**src/rtl/vr_pattern_producer.sv**
```systemverilog
// vr_pattern_producer: parametrised valid/ready traffic source.
// It sends bursts of BURST beats with GAP idle cycles after each burst.
// The payload is either an incrementing counter or a Galois LFSR, chosen by
// the mode input. It also counts accepted beats for scoreboards.
// Optional build macro: VR_PROD_TIMEOUT_EN adds a sticky stall-timeout flag.
// Without the macro no stall counter is built and timeout is tied to 0.
module vr_pattern_producer #(
  parameter int              W       = 8,
  parameter int              GAP     = 4,
  parameter int              BURST   = 1,
  parameter logic [W-1:0]    SEED    = '0,
  parameter logic [W-1:0]    POLY    = 'hB8,
  parameter int              CNT_W   = 16,
  parameter int              TIMEOUT = 16
) (
  input  logic             clk,
  input  logic             rst,
  input  logic             en,
  input  logic             mode,
  input  logic             rdy,
  output logic             valid,
  output logic [W-1:0]     data,
  output logic [CNT_W-1:0] beat_cnt,
  output logic             burst_done,
  output logic             timeout
);

  localparam int BEAT_W = (BURST > 1) ? $clog2(BURST) : 1;
  localparam int GAP_W  = (GAP > 1) ? $clog2(GAP) : 1;

  localparam logic [BEAT_W-1:0] LAST_BEAT = BEAT_W'(BURST - 1);
  localparam logic [GAP_W-1:0]  GAP_LOAD  = GAP_W'((GAP > 0) ? (GAP - 1) : 0);

  typedef enum logic [1:0] {
    IDLE,
    SEND,
    WAIT
  } state_t;

  state_t              state_q;
  logic                valid_q;
  logic [W-1:0]        data_q;
  logic [W-1:0]        data_d;
  logic [BEAT_W-1:0]   beat_q;
  logic [GAP_W-1:0]    gap_q;
  logic [CNT_W-1:0]    beat_cnt_q;
  logic                burst_done_q;

  // Next payload value. The beat on the bus is already fixed. The mode value
  // sampled at the transfer decides how the next payload is formed.
  // An all-zero LFSR state is replaced by 1 so the sequence cannot lock up.
  always_comb begin
    data_d = data_q;
    if (mode) begin
      if (data_q == '0) begin
        data_d = W'(1);
      end else begin
        data_d = (data_q >> 1) ^ (data_q[0] ? POLY : '0);
      end
    end else begin
      data_d = data_q + W'(1);
    end
  end

  // Burst/gap FSM with registered handshake outputs. Valid stays high in
  // SEND until a transfer happens. en is only checked at burst boundaries.
  always_ff @(posedge clk) begin
    if (rst) begin
      state_q      <= IDLE;
      valid_q      <= 1'b0;
      data_q       <= ((SEED == '0) && mode) ? W'(1) : SEED;
      beat_q       <= '0;
      gap_q        <= '0;
      beat_cnt_q   <= '0;
      burst_done_q <= 1'b0;
    end else begin
      burst_done_q <= 1'b0;
      case (state_q)
        IDLE: begin
          beat_q <= '0;
          if (en) begin
            state_q <= SEND;
            valid_q <= 1'b1;
          end
        end
        SEND: begin
          if (rdy) begin
            data_q     <= data_d;
            beat_cnt_q <= beat_cnt_q + CNT_W'(1);
            if (beat_q != LAST_BEAT) begin
              beat_q <= beat_q + BEAT_W'(1);
            end else begin
              beat_q       <= '0;
              burst_done_q <= 1'b1;
              if (!en) begin
                state_q <= IDLE;
                valid_q <= 1'b0;
              end else if (GAP == 0) begin
                state_q <= SEND;
                valid_q <= 1'b1;
              end else begin
                state_q <= WAIT;
                valid_q <= 1'b0;
                gap_q   <= GAP_LOAD;
              end
            end
          end
        end
        WAIT: begin
          if (gap_q == '0) begin
            if (en) begin
              state_q <= SEND;
              valid_q <= 1'b1;
            end else begin
              state_q <= IDLE;
              valid_q <= 1'b0;
            end
          end else begin
            gap_q <= gap_q - GAP_W'(1);
          end
        end
        default: begin
          state_q <= IDLE;
          valid_q <= 1'b0;
        end
      endcase
    end
  end

`ifdef VR_PROD_TIMEOUT_EN
  localparam int STALL_W = $clog2(TIMEOUT + 1);

  logic [STALL_W-1:0] stall_q;
  logic               timeout_q;

  // Count stalled cycles since the last transfer. The flag is sticky until
  // rst, so a stall that later clears is still visible.
  always_ff @(posedge clk) begin
    if (rst) begin
      stall_q   <= '0;
      timeout_q <= 1'b0;
    end else if (valid_q && rdy) begin
      stall_q <= '0;
    end else if (valid_q && !rdy) begin
      if (stall_q != STALL_W'(TIMEOUT)) begin
        stall_q <= stall_q + STALL_W'(1);
      end
      if (stall_q == STALL_W'(TIMEOUT - 1)) begin
        timeout_q <= 1'b1;
      end
    end
  end

  assign timeout = timeout_q;
`else
  assign timeout = 1'b0;
`endif

  assign valid      = valid_q;
  assign data       = data_q;
  assign beat_cnt   = beat_cnt_q;
  assign burst_done = burst_done_q;

endmodule

```
**config.mk**
```make
export PLATFORM = sky130hd
export DESIGN_NAME = vr_pattern_producer
export DESIGN_NICKNAME = d
export VERILOG_FILES = /design/src/rtl/vr_pattern_producer.sv
export SDC_FILE = /design/constraint.sdc
export NUM_CORES = 1
export LEC_CHECK = 0
export CAP_MARGIN = 20
export CELL_PAD_IN_SITES_DETAIL_PLACEMENT = 1
export CELL_PAD_IN_SITES_GLOBAL_PLACEMENT = 1
export CORE_AREA = 2 2 65 67
export DETAILED_ROUTE_END_ITERATION = 8
export DIE_AREA = 0 0 67 69
export GPL_TIMING_DRIVEN = 0
export PLACE_DENSITY = 0.84
export RECOVER_POWER = 100
export SETUP_SLACK_MARGIN = 0.3
export SYNTH_ARGS = -nofsm -noshare
export SYNTH_HDL_FRONTEND = slang
export SYNTH_SLANG_ARGS = --single-unit
```
**constraint.sdc**
```tcl
create_clock -name clk -period 4.03 [get_ports clk]
set_clock_uncertainty 0.15 [all_clocks]
set_input_delay 0.6045 -clock clk [delete_from_list [all_inputs] [get_ports clk]]
set_output_delay 0.6045 -clock clk [all_outputs]
set_load 0.02 [all_outputs]
```
==> results.tsv, run 1 <==
metric	value	unit
ios	32	
synth_top_area_share	28.0	%
syn_area_per_cell	9.08	µm²
ys_seq_area_share	43.3	%
startpoint	data[0]	
rows	23	
grt_max_degree	11	
cts_tree	built	
post_cts_resize_count	0	
cp.required	3.89	ns
cts-root-buf	clkbuf_8	
ant_nets	0	
drive_above_1_share	6.19	%
placed_area	1920	µm²
finalNetCount	218	
fin_cells	260	
path_clk_slew	0.06	ns
sw_frac_of_total	28.0	%
yosys_warnings	0	
final-seq-area	681	µm²
fmax	382	MHz
min_path_type	flop to flop	
start_util	40.2	%
multi_input_area	778	µm²
clock_latency	0.28	ns
ys_ff_latch	30	
worstMarginPinSlew	1.05	ns
cts.sinks	30	
setup_viol	0	
hold_buffers	0	
crit_fanout	8	
p_int	0.000486	W
die_h	69	µm
critPathLaunchType	flop	
place_hpwl	3050	µm
ff2ff_setup_slack	1.41	ns
die_area	4620	µm²
power_leakage	0.751	nW
cts_buffers	5	
final_area	1970	µm²
power.density	342	nW/µm²
drtIter0Drc	35	
end_kind	flop	
p_comb_share	15.2	%
core_area	3910	µm²
dpl_worst_slack	1.64	ns
reg2reg_to	data[3]	
async_flop_share	0	%
synth_cell_type_count	44	
post_cts_buffers	0	
syn_nets	182	
place.gp.congestion	0.746	
crit_arrival	2.48	ns
groute.usage.overall	19.7	%
cts_buffer_depth	2	
drt_wl_total	4090	µm
finalHoldViolCount	0	
p_clk_share	33.6	%
finish.utilization	50.4	%
antenna_found_initial	0	
gr-total-overflow	0	
dp_cells	252	
grt_pass1_wl	7010	µm
slew_headroom	29.1	%
setup_slack	1.41	ns
net-switching-power	0.000189	W
period_needed	2.62	ns
ir_drop	0.212	mV
antennaDiodeCount	0	
worst-r2r-cell-count	7	
port_buffers	29	
yosysTopAreaCell	dfxtp_1	
seq_power_share	51.3	%
routedWlPerCell	15.7	µm
crit_type	flop to flop	
drc_errors	0	
areaGrowthSynthToFinish	25.4	%
fillers	483	
max_cap_violations	0	
vias	1393	
avgViaCountPerCell	5.36	
rr_startpoint	data[0]	
rsz0062_at_grt	false	
synth.area.top_cells	dfxtp_1, edfxtp_1, xnor2_1	
syn_area	1570	µm²
synth-main-ff-cell	dfxtp_1	
grt_pass1_vias	1509	
htreeDepth	2	
slew_viol_final	0	
drt-pass1-iter-count	3	
fin_tns_setup	0	ns
synth_edf_count	8	
fp.dieW	67	µm
worstHoldStart	valid	
syn_inst	173	
endpoint	data[3]	
period_share	64.9	%
status	finished, final reports clean	
-- layout make-up --
type	count	area share, %
Buffer	9	1.90
Clock inverter	3	0.571
Multi-Input combinational cell	123	39.5
Sequential cell	30	34.5
Inverter	11	2.10
Timing Repair Buffer	29	14.7
Clock buffer	5	3.49
Tap cell	50	3.17
-- cell families (layout without fill, tap and decap cells) --
kind of cell | count (synthesis) | count (layout) | share of synthesized area, %
AND/OR/NAND/NOR | 71 | 71 | 22.5
adder cells (fa/ha/maj) | 4 | 4 | 3.18
AO/OA/AOI/OAI | 25 | 25 | 12.7
other | 1 | 1 | 0.239
XOR/XNOR | 19 | 19 | 10.6
multiplexers | 3 | 3 | 1.99
buffers and inverters | 20 | 57 | 5.57
flip-flops | 30 | 30 | 43.3
-- worst max-delay path, stage by stage, from the launching register on --
cell and delay, ns:
edfxtp_1 0.42, clkbuf_1 0.24, inv_1 0.14, ha_1 0.17, inv_1 0.05, o41ai_1 0.90
o22a_1 0.23, nor2_1 0.05
-- power groups by stage --
stage | registers [W] | logic (W) | clock network, W
floorplan | 0.000362 | 0.0000552 | 0
global placement | 0.000351 | 0.000103 | 0
detailed placement | 0.000354 | 0.000110 | 0
CTS | 0.000347 | 0.000111 | 0.000230
global route | 0.000347 | 0.000113 | 0.000249
finish | 0.000346 | 0.000102 | 0.000226
-- per-layer routing --
layer,part of all wire (%),global-route usage (%),up-vias
met5,0,0,-
met4,1.4,7.03,0
met2,53,35.3,31
met3,3.3,4.89,6
met1,42,21.9,685
li1,-,-,671
-- placed cells by master (no fill, tap or decap), types with 7 or more instances in the layout --
cell type / instances
xnor2_1: 14
nor2_1: 27
inv_1: 11
edfxtp_1: 8
nand3_1: 7
clkbuf_1: 8
nand2_1: 12
nor3_1: 7
a21oi_1: 7
dfxtp_1: 22
dlygate4sd3_1: 29
-- registers in the layout, summed over array words and instances, names as in the netlist --
| signal | flops |
|---|---|
| data | 8 |
| burst_done | 1 |
| valid | 1 |
| beat_cnt | 16 |
| state_q | 2 |
| gap_q | 2 |
-- how the worst min path moves through the flow --
stage / to / cells after the start
final: valid / 1
after global routing: valid / 1
after CTS: gap_q[0] / 2
after detailed placement: valid / 1
after global placement: valid / 1
after floorplan: gap_q[0] / 2
-- synth_stat cells, types with 2 or more instances --
cell / count
ha_1: 4
nand3_1: 7
a21oi_1: 7
nor4_1: 4
xnor2_1: 14
clkbuf_1: 5
nor2_1: 27
nand2_1: 12
nor2b_1: 2
xor2_1: 5
o21ai_0: 2
inv_1: 11
o22a_1: 2
nand4_1: 3
edfxtp_1: 8
mux2i_1: 2
nor3_1: 7
dfxtp_1: 22
a211oi_1: 4
-- through the flow --
step / power (W) / hold slack (ns)
after global placement: 0.000454 / 0.316
after floorplan: 0.000417 / 0.300
final: 0.000675 / 0.331
after global routing: 0.000710 / 0.357
after detailed placement: 0.000464 / 0.325
after CTS: 0.000688 / 0.338
Power figures use the tool's default switching activity.
==> inputs of run 2 (changes only) <==
Settings changed: CORE_AREA 2 2 65 67 to 2 2 68 70, DIE_AREA 0 0 67 69 to 0 0 70 72, PLACE_DENSITY 0.84 to 0.77.
Clock period 4.03 ns to 2.6 ns, I/O delays scaled along.
==> run 2 against run 1 <==
  * Cell area is 0.95% higher
  * Power is 55% higher
  * Non-clock buffer count stayed put
  * Clock power is 56% higher
  * Highest routed layer unchanged
  * Global-route usage is 2.3 points lower
  * Largest power group unchanged
==> results.tsv, run 2 (synthesis gave the netlist of run 1 again) <==
metric	value	unit	change
period_share	85.5	%	+21 points
dpl_worst_slack	0.469	ns	-1.17 ns
rsz0062_at_grt	false		
fin_cells	262		+0.77%
path_clk_slew	0.06	ns	about the same
fmax	450	MHz	+18%
die_area	5040	µm²	+9.0%
cts_buffers	5		unchanged
status	finished, final reports clean		
crit_type	flop to flop		
finalHoldViolCount	0		unchanged
antennaDiodeCount	0		unchanged
slew_viol_final	0		unchanged
dp_cells	254		+0.79%
drc_errors	0		unchanged
cts_tree	built		
cp.required	2.47	ns	-1.42 ns
finish.utilization	46.7	%	-3.7 points
critPathLaunchType	flop		
areaGrowthSynthToFinish	26.6	%	
grt_max_degree	11		unchanged
routedWlPerCell	15.5	µm	-1.6%
port_buffers	29		unchanged
cts_buffer_depth	2		unchanged
hold_buffers	0		unchanged
fillers	507		+5.0%
post_cts_resize_count	0		unchanged
cts-root-buf	clkbuf_8		
final-seq-area	681	µm²	unchanged
fp.dieW	70	µm	+4.5%
ant_nets	0		unchanged
htreeDepth	2		unchanged
rows	24		+4.3%
crit_arrival	2.09	ns	-0.39 ns
min_path_type	flop to flop		
power	0.00105	W	+55%
slowest_delay	0.58	ns	-0.32 ns
post_cts_buffers	0		unchanged
avgViaCountPerCell	5.27		-1.5%
cpMaxStageDelayCell	or4_4		
clock_latency	0.28	ns	about the same
power_leakage	0.780	nW	+3.8%
core_area	4260	µm²	+9.0%
vias	1382		-0.79%
fin_tns_setup	0	ns	unchanged
ios	32		unchanged
max_cap_violations	0		unchanged
largest_register_ffs	16		unchanged
gr-total-overflow	0		unchanged
slew_headroom	59.7	%	+31 points
place_hpwl	3070	µm	+0.88%
worstMarginPinSlew	0.598	ns	-0.453 ns
ff2ff_setup_slack	0.38	ns	-1.04 ns
final_common_cell	dlygate4sd3_1		
drtIter0Drc	34		-2.9%
drt_wl_total	4060	µm	-0.88%
antenna_found_initial	0		unchanged
die_h	72	µm	+4.3%
finalNetCount	218		unchanged
ir_drop	0.298	mV	+41%
setup_viol	0		unchanged
crit_fanout	6		-2
grt_pass1_vias	1446		-4.2%
groute.usage.overall	17.5	%	-2.3 points
drt-pass1-iter-count	3		unchanged
multi_input_area	792	µm²	+1.8%
drive_above_1_share	8.10	%	+1.9 points
layout_common_cells	dlygate4sd3_1, nor2_1, dfxtp_1		
cts.sinks	30		unchanged
grt_pass1_wl	6920	µm	-1.3%
setup_slack	0.376	ns	-1.04 ns
period_needed	2.22	ns	-0.392 ns
place.gp.congestion	0.744		-0.29%
start_util	36.9	%	-3.3 points
end_kind	flop		
path_cells	or4_4, o41ai_2, o22a_1, nor2_1		
power.density	526	nW/µm²	+54%
==> run 2: power breakdown <==
group	switching, W	internal, W
Clock	0.000169	0.000184
Sequential	0.0000308	0.000505
Combinational	0.0000879	0.0000699
Total	0.000287	0.000758
==> run 2: cell type report <==
class | count | share of cell area, %
multi-input cells | 123 | 39.8
flip-flops and latches | 30 | 34.2
inverters | 11 | 2.08
repair buffers | 29 | 14.6
clock inverters | 2 | 0.440
well taps | 52 | 3.27
plain buffers | 9 | 1.95
clock buffers | 6 | 3.65
==> run 2: worst max-delay path: cells and delay by family, from the launching register on <==
| kind | cells | cell delay (ns) |
|---|---|---|
| compound gates | 2 | 0.71 |
| flops | 1 | 0.48 |
| simple gates | 2 | 0.62 |
==> run 2: metal layers <==
metal	track usage, %	share of wire, %
met1	19.3	42
met2	32.8	53
met3	4.03	3.4
met4	6.20	1.3
met5	0	0
==> run 2: stage by stage <==
step,hold slack [ns],area [µm²]
2_1_floorplan,0.300,1570
3_3_place_gp,0.322,1930
3_5_place_dp,0.342,1930
4_1_cts,0.353,2010
5_1_grt,0.388,1990
6_report,0.348,1990
==> run 2: final timing paths <==
path	cells after the start	from	endpoint
worst min-delay path	2	gap_q[0]	gap_q[0]
worst max-delay path	4	data[4]	data[4]
worst min register to register	2	gap_q[0]	gap_q[0]
worst max register to register	4	data[4]	data[4]
==> inputs of run 3 (changes only) <==
Settings changed: SLEW_MARGIN set to 20.
==> results of run 3 <==
Same layout as run 2: the final DEF is identical, and so are final timing and power.
